`src/rtl/of_interlock_ctrl.sv`:
```
// Operand-fetch interlock controller: decodes the OF instruction, tracks
// in-flight writers in EX/MA/RW, and decides issue / stall / squash.
// Also sequences multi-cycle mul/div/mod occupancy of EX via ex_hold.
module of_interlock_ctrl #(
    parameter int MULDIV_CYCLES = 4,
    parameter int RA_REG        = 15
) (
    input  logic        clk,
    input  logic        rst_n,
    input  logic        of_valid,
    input  logic [31:0] of_instr,
    input  logic        ex_branch_taken,
    output logic        of_issue,
    output logic        stall_fetch,
    output logic        flush_of,
    output logic        ex_hold,
    output logic [15:0] busy_vec,
    output logic        flags_busy,
    output logic [1:0]  stall_cause
);
    localparam logic [3:0] RA = RA_REG[3:0];

    typedef struct packed {
        logic       vld;
        logic       wr;
        logic [3:0] rg;
        logic       cmp;
    } tag_t;

    typedef enum logic {S_IDLE, S_BUSY} state_t;

    tag_t       ex_q, ma_q, rw_q, ex_d, ma_d, rw_d;
    tag_t       of_tag;
    state_t     state_q, state_d;
    logic [3:0] cnt_q, cnt_d;

    logic [4:0] op;
    logic       imm;
    logic [3:0] rd, rs1, rs2;
    logic [2:0] src_v;
    logic [3:0] src_r [3];
    logic       is_muldiv, is_branch_flag;
    logic       reg_raw, flag_raw;

    assign op  = of_instr[31:27];
    assign imm = of_instr[26];
    assign rd  = of_instr[25:22];
    assign rs1 = of_instr[21:18];
    assign rs2 = of_instr[17:14];

    assign ex_hold = (state_q == S_BUSY);

    // Decode: sources read by the OF instruction and the tag it would carry into EX
    always_comb begin
        src_v          = '0;
        src_r[0]       = rs1;
        src_r[1]       = rs2;
        src_r[2]       = (op == 5'd20) ? RA : rd;
        src_v[0]       = (op <= 5'd7) || (op inside {5'd10, 5'd11, 5'd12, 5'd14, 5'd15});
        src_v[1]       = ((op <= 5'd7) || (op inside {5'd10, 5'd11, 5'd12})) && !imm;
        src_v[2]       = (op == 5'd15) || (op == 5'd20);
        is_muldiv      = op inside {5'd2, 5'd3, 5'd4};
        is_branch_flag = (op == 5'd16) || (op == 5'd17);
        of_tag         = '0;
        of_tag.vld     = 1'b1;
        of_tag.wr      = (op <= 5'd4) || (op inside {[5'd6:5'd12]}) || (op == 5'd14) || (op == 5'd19);
        of_tag.rg      = (op == 5'd19) ? RA : rd;
        of_tag.cmp     = (op == 5'd5);
    end

    // Hazard detection against every valid in-flight tag (RW included: no bypass)
    always_comb begin
        reg_raw  = 1'b0;
        flag_raw = 1'b0;
        for (int s = 0; s < 3; s++) begin
            if (src_v[s]) begin
                if (ex_q.vld && ex_q.wr && ex_q.rg == src_r[s]) reg_raw = 1'b1;
                if (ma_q.vld && ma_q.wr && ma_q.rg == src_r[s]) reg_raw = 1'b1;
                if (rw_q.vld && rw_q.wr && rw_q.rg == src_r[s]) reg_raw = 1'b1;
            end
        end
        if (is_branch_flag && ((ex_q.vld && ex_q.cmp) || (ma_q.vld && ma_q.cmp) || (rw_q.vld && rw_q.cmp)))
            flag_raw = 1'b1;
        reg_raw  = reg_raw && of_valid;
        flag_raw = flag_raw && of_valid;
    end

    // Issue decision: mul/div hold beats branch squash beats RAW stalls
    always_comb begin
        of_issue    = 1'b0;
        stall_fetch = 1'b0;
        flush_of    = 1'b0;
        stall_cause = 2'd0;
        if (ex_hold) begin
            stall_fetch = 1'b1;
            stall_cause = 2'd3;
        end else if (ex_branch_taken) begin
            flush_of = 1'b1;
        end else if (reg_raw) begin
            stall_fetch = 1'b1;
            stall_cause = 2'd1;
        end else if (flag_raw) begin
            stall_fetch = 1'b1;
            stall_cause = 2'd2;
        end else begin
            of_issue = of_valid;
        end
    end

    // Tag pipeline advance; while EX is held, a bubble drops into MA
    always_comb begin
        rw_d = ma_q;
        if (ex_hold) begin
            ex_d = ex_q;
            ma_d = '0;
        end else begin
            ex_d = of_issue ? of_tag : '0;
            ma_d = ex_q;
        end
    end

    // Pending-write summaries over valid tags
    always_comb begin
        busy_vec = '0;
        if (ex_q.vld && ex_q.wr) busy_vec[ex_q.rg] = 1'b1;
        if (ma_q.vld && ma_q.wr) busy_vec[ma_q.rg] = 1'b1;
        if (rw_q.vld && rw_q.wr) busy_vec[rw_q.rg] = 1'b1;
        flags_busy = (ex_q.vld && ex_q.cmp) || (ma_q.vld && ma_q.cmp) || (rw_q.vld && rw_q.cmp);
    end

    // Mul/div occupancy FSM: holds EX for MULDIV_CYCLES-1 cycles after issue
    always_comb begin
        state_d = state_q;
        cnt_d   = cnt_q;
        case (state_q)
            S_IDLE: begin
                if (of_issue && is_muldiv && (MULDIV_CYCLES > 1)) begin
                    state_d = S_BUSY;
                    cnt_d   = 4'(MULDIV_CYCLES - 1);
                end
            end
            S_BUSY: begin
                cnt_d = cnt_q - 4'd1;
                if (cnt_q == 4'd1) state_d = S_IDLE;
            end
            default: state_d = S_IDLE;
        endcase
    end

    // State registers; reset aborts any mul/div and empties the tag pipe
    always_ff @(posedge clk or negedge rst_n) begin
        if (!rst_n) begin
            ex_q    <= '0;
            ma_q    <= '0;
            rw_q    <= '0;
            state_q <= S_IDLE;
            cnt_q   <= '0;
        end else begin
            ex_q    <= ex_d;
            ma_q    <= ma_d;
            rw_q    <= rw_d;
            state_q <= state_d;
            cnt_q   <= cnt_d;
        end
    end
endmodule

```
`config.mk`:
```
export PLATFORM = sky130hd
export DESIGN_NAME = of_interlock_ctrl
export DESIGN_NICKNAME = d
export VERILOG_FILES = /design/src/rtl/of_interlock_ctrl.sv
export SDC_FILE = /design/constraint.sdc
export NUM_CORES = 1
export LEC_CHECK = 0
export ABC_AREA = 1
export CORE_ASPECT_RATIO = 1.75
export CORE_MARGIN = 2
export CORE_UTILIZATION = 46
export CTS_BUF_LIST = sky130_fd_sc_hd__clkbuf_4
export DETAILED_ROUTE_END_ITERATION = 6
export GPL_TIMING_DRIVEN = 0
export PLACE_DENSITY = 0.79
export SYNTH_ARGS = -nofsm -noshare
export SYNTH_HDL_FRONTEND = slang
export SYNTH_SLANG_ARGS = --single-unit
```
`constraint.sdc`:
```
create_clock -name clk -period 2 [get_ports clk]
set_clock_uncertainty 0.15 [all_clocks]
set_input_delay 0.4 -clock clk [delete_from_list [all_inputs] [get_ports clk]]
set_output_delay 0.4 -clock clk [all_outputs]
set_load 0.01 [all_outputs]
```
==> flow_metrics.py <==
metrics = {
    "finish": {
        "diodes": 0,
        "nFillCells": 340,
        "fin_util_pct": 75.0,
        "syn_to_final_growth_pct": 57.1,
        "fin_nets": 482,
        "drive_gt1_share_pct": 42.9,
    },
    "die": {
        "ios": 59,
        "start_util_pct": 47.8,
        "dieArea_um2": 5440,
        "num_rows": 33,
        "die-width_um": 56.6,
        "die-height_um": 96.1,
        "core_um2": 4670,
    },
    "placement": {
        "routabilityCongestion": 1.01,
        "hpwl_um": 5710,
        "port_buffers": 44,
    },
    "power_and_ir_drop": {
        "clock_power_share_pct": 13.2,
        "power.share.switching_pct": 43.7,
        "pwr-share-comb_pct": 55.9,
        "pwr-share-seq_pct": 31.0,
        "peakVddDrop_v": 0.000794,
        "intPower_w": 0.00151,
        "power_leakage_nw": 1.70,
        "total_power_w": 0.00269,
        "netSwitchingPower_w": 0.00117,
        "p_per_area_nw_per_um2": 768,
    },
    "route": {
        "num_vias": 2974,
        "firstDrtPassIters": 5,
        "viasPerCell": 6.01,
        "drc": 0,
        "wirelength_um": 8840,
        "ant_nets": 0,
        "wire_per_inst_um": 17.9,
        "drt_iter0_markers": 167,
    },
    "timing": {
        "setup_violations": 26,
        "tightestPinTransition_ns": 1.08,
        "setup_slack_ns": -0.601,
        "period_share_pct": 130,
        "relSlewSlack_pct": 27.6,
        "finalHoldViolCount": 0,
        "slew_viol_final": 0,
        "tns_ns": -5.71,
        "fin_crit_ns": 2.60,
        "rsz0062_at_grt": "true",
        "timing.fmax_ghz": 0.385,
    },
    "cts": {
        "path_clk_slew_ns": 0.15,
        "clockRootBuffer": "clkbuf_4",
        "clock_sinks": 26,
        "insertion_delay_ns": 0.33,
        "htreeDepth": 1,
        "cts_buffers": 3,
        "cts_buffer_depth": 2,
        "ctsHoldBuffers": 0,
        "cts_tree": "yes",
    },
    "synth": {
        "synth.top_cell.area_share_pct": 29.2,
        "syn_nets": 379,
        "synth_edf_count": 0,
        "synth-seq-cells": 26,
        "synth_largest_area_cell": "dfrtp_1",
        "ys.warnings.count": 0,
        "synthCells": 341,
        "ys_seq_area_share_pct": 29.2,
        "yosysMostFrequentCell": "nand2_1",
        "synth_top_flop_cell": "dfrtp_1",
        "syn_avg_cell_area_um2": 6.53,
        "synth_cell_types": 35,
        "synthTopCellsByCount": "86 x nand2_1, 52 x inv_1, 42 x nor2_1, 37 x nand3_1, 26 x dfrtp_1",
        "syn_area_um2": 2230,
        "netlist_top_cells_area": "dfrtp_1 29%, nand2_1 14%, inv_1 8.8%, nand3_1 8.3%, nor2_1 7.1%",
        "async_flop_share_pct": 100,
    },
    "global_route": {
        "antenna_found_initial": 0,
        "grt_first_pass_wirelength_um": 13100,
        "grt_usage_pct": 31.5,
        "grt_max_degree": 27,
        "grt_pass1_vias": 2801,
        "gr-total-overflow": 0,
    },
    "hold_path": {
        "hp-class": "flip-flop to flip-flop",
        "hold_start": "ma_q[0]",
        "holdPathEnd": "rw_q[0]",
        "hold_depth": 0,
    },
    "critical_path": {
        "cp_common_cell": "nand3_2",
        "r2r_setup_slack_ns": -0.02,
        "reg2reg_depth": 12,
        "critical-path-max-stage-delay_ns": 0.45,
        "critical_path.max_fanout": 6,
        "worstPathRequired_ns": 1.45,
        "critical_path_class": "flip-flop to output pin",
        "worstPathArrival_ns": 2.05,
        "critical_path.endpoint_type": "output pin",
        "cp_cell_sequence": "inv_2 -> o22ai_1 -> nor2_1 -> nand3_1 -> nand3_2 -> nand2_1 -> nand2_2 -> a21oi_4 -> or2_4 -> nand3_2 -> buf_6",
        "regToRegStartpoint": "ex_q[1]",
        "start_kind": "flip-flop",
        "rr_endpoint": "ex_q[2]",
        "cp_slowest_cell": "dfrtp_2",
    },
    "outcome": {
        "status": "finished with violations",
        "violations": "negative setup slack",
    },
    "flow_run": {
        "drv_cap": 0,
    },
}
==> state kept, by name, indices dropped and copies added, names as in the netlist <==
signal / flops
ex_hold: 1
rw_q: 7
ma_q: 7
cnt_q: 4
ex_q: 7
==> layer usage <==
| layer | up-vias | global-route usage (%) | routed length (um) |
|---|---|---|---|
| li1 | 1344 | - | - |
| met3 | 71 | 3.09 | 545 |
| met4 | 0 | 25.2 | 734 |
| met5 | - | 0 | 0 |
| met1 | 1372 | 30.0 | 2780 |
| met2 | 187 | 59.7 | 4780 |
==> placed cells by master (no fill, tap or decap), drive strengths merged, types with 5 or more instances in the layout <==
| cell | instances |
|---|---|
| buf | 78 |
| o22ai | 14 |
| xnor2 | 5 |
| nor3 | 8 |
| dfrtp | 26 |
| o221ai | 7 |
| o21ai | 13 |
| nand2 | 87 |
| clkbuf | 9 |
| nor2 | 44 |
| dlygate4sd2 | 7 |
| clkdlybuf4s50 | 10 |
| inv | 52 |
| nand3 | 39 |
| a21oi | 10 |
| o211ai | 7 |
==> worst max-delay path, delay by kind of cell, from the launching register on <==
family,cells,cell delay (ns)
buffers and inverters,2,0.24
AND/OR/NAND/NOR,7,0.88
AO/OA/AOI/OAI,2,0.15
flip-flops,1,0.45
==> timing repair <==
item,in CTS,in global routing
endpoints found under the setup margin,34,32
gates cloned,2,0
gates resized for setup,171,61
buffers inserted,37,20
pin swaps,26,16
==> logic make-up after synthesis <==
family / after synthesis / share of synthesized area (%)
simple gates: 184 / 36.7
fa+ha+maj: 2 / 1.12
compound gates: 57 / 18.5
buf+inv: 63 / 11.0
xor+xnor: 9 / 3.54
flops: 26 / 29.2
==> stage by stage <==
step | hold slack [ns] | cell area (um^2) | worst slack (ns) | instances
after global placement | 0.205 | 2750 | -1.44 | 437
final | 0.283 | 3500 | -0.601 | 495
after CTS | 0.272 | 3210 | -0.547 | 478
after detailed placement | 0.215 | 2750 | -1.47 | 437
after global routing | 0.280 | 3500 | -0.683 | 495
after floorplan | -0.0456 | 2240 | -0.0889 | 341
==> layout make-up <==
type | count | area [um^2] | area share, %
buffer | 5 | 52.6 | 1.50
clock buffer | 3 | 22.5 | 0.643
clock inverter | 1 | 30.0 | 0.858
inverter | 56 | 241 | 6.90
multi-input combinational | 252 | 1620 | 46.2
sequential | 26 | 666 | 19.0
tap | 52 | 65.1 | 1.86
timing repair buffer | 100 | 807 | 23.1
==> worst max-delay path by stage <==
stage	start	end	slack, ns	cells after the start
after detailed placement	of_instr[28]	stall_fetch	-1.47	13
after global routing	of_instr[29]	of_issue	-0.68	16
final	ex_q[4]	stall_fetch	-0.60	11
after global placement	of_instr[28]	stall_fetch	-1.44	13
after floorplan	of_instr[28]	stall_fetch	-0.09	11
after CTS	ma_q[1]	busy_vec[3]	-0.55	5
==> power groups by stage <==
stage / logic [W] / registers (W) / clock network, W
2_1_floorplan: 0.000623 / 0.000761 / 0
3_5_place_dp: 0.000968 / 0.000818 / 0
6_report: 0.00150 / 0.000833 / 0.000354
5_1_grt: 0.00161 / 0.000844 / 0.000380
3_3_place_gp: 0.000952 / 0.000813 / 0
4_1_cts: 0.00127 / 0.000812 / 0.000358
No activity file was read; power rests on OpenSTA's default activity.
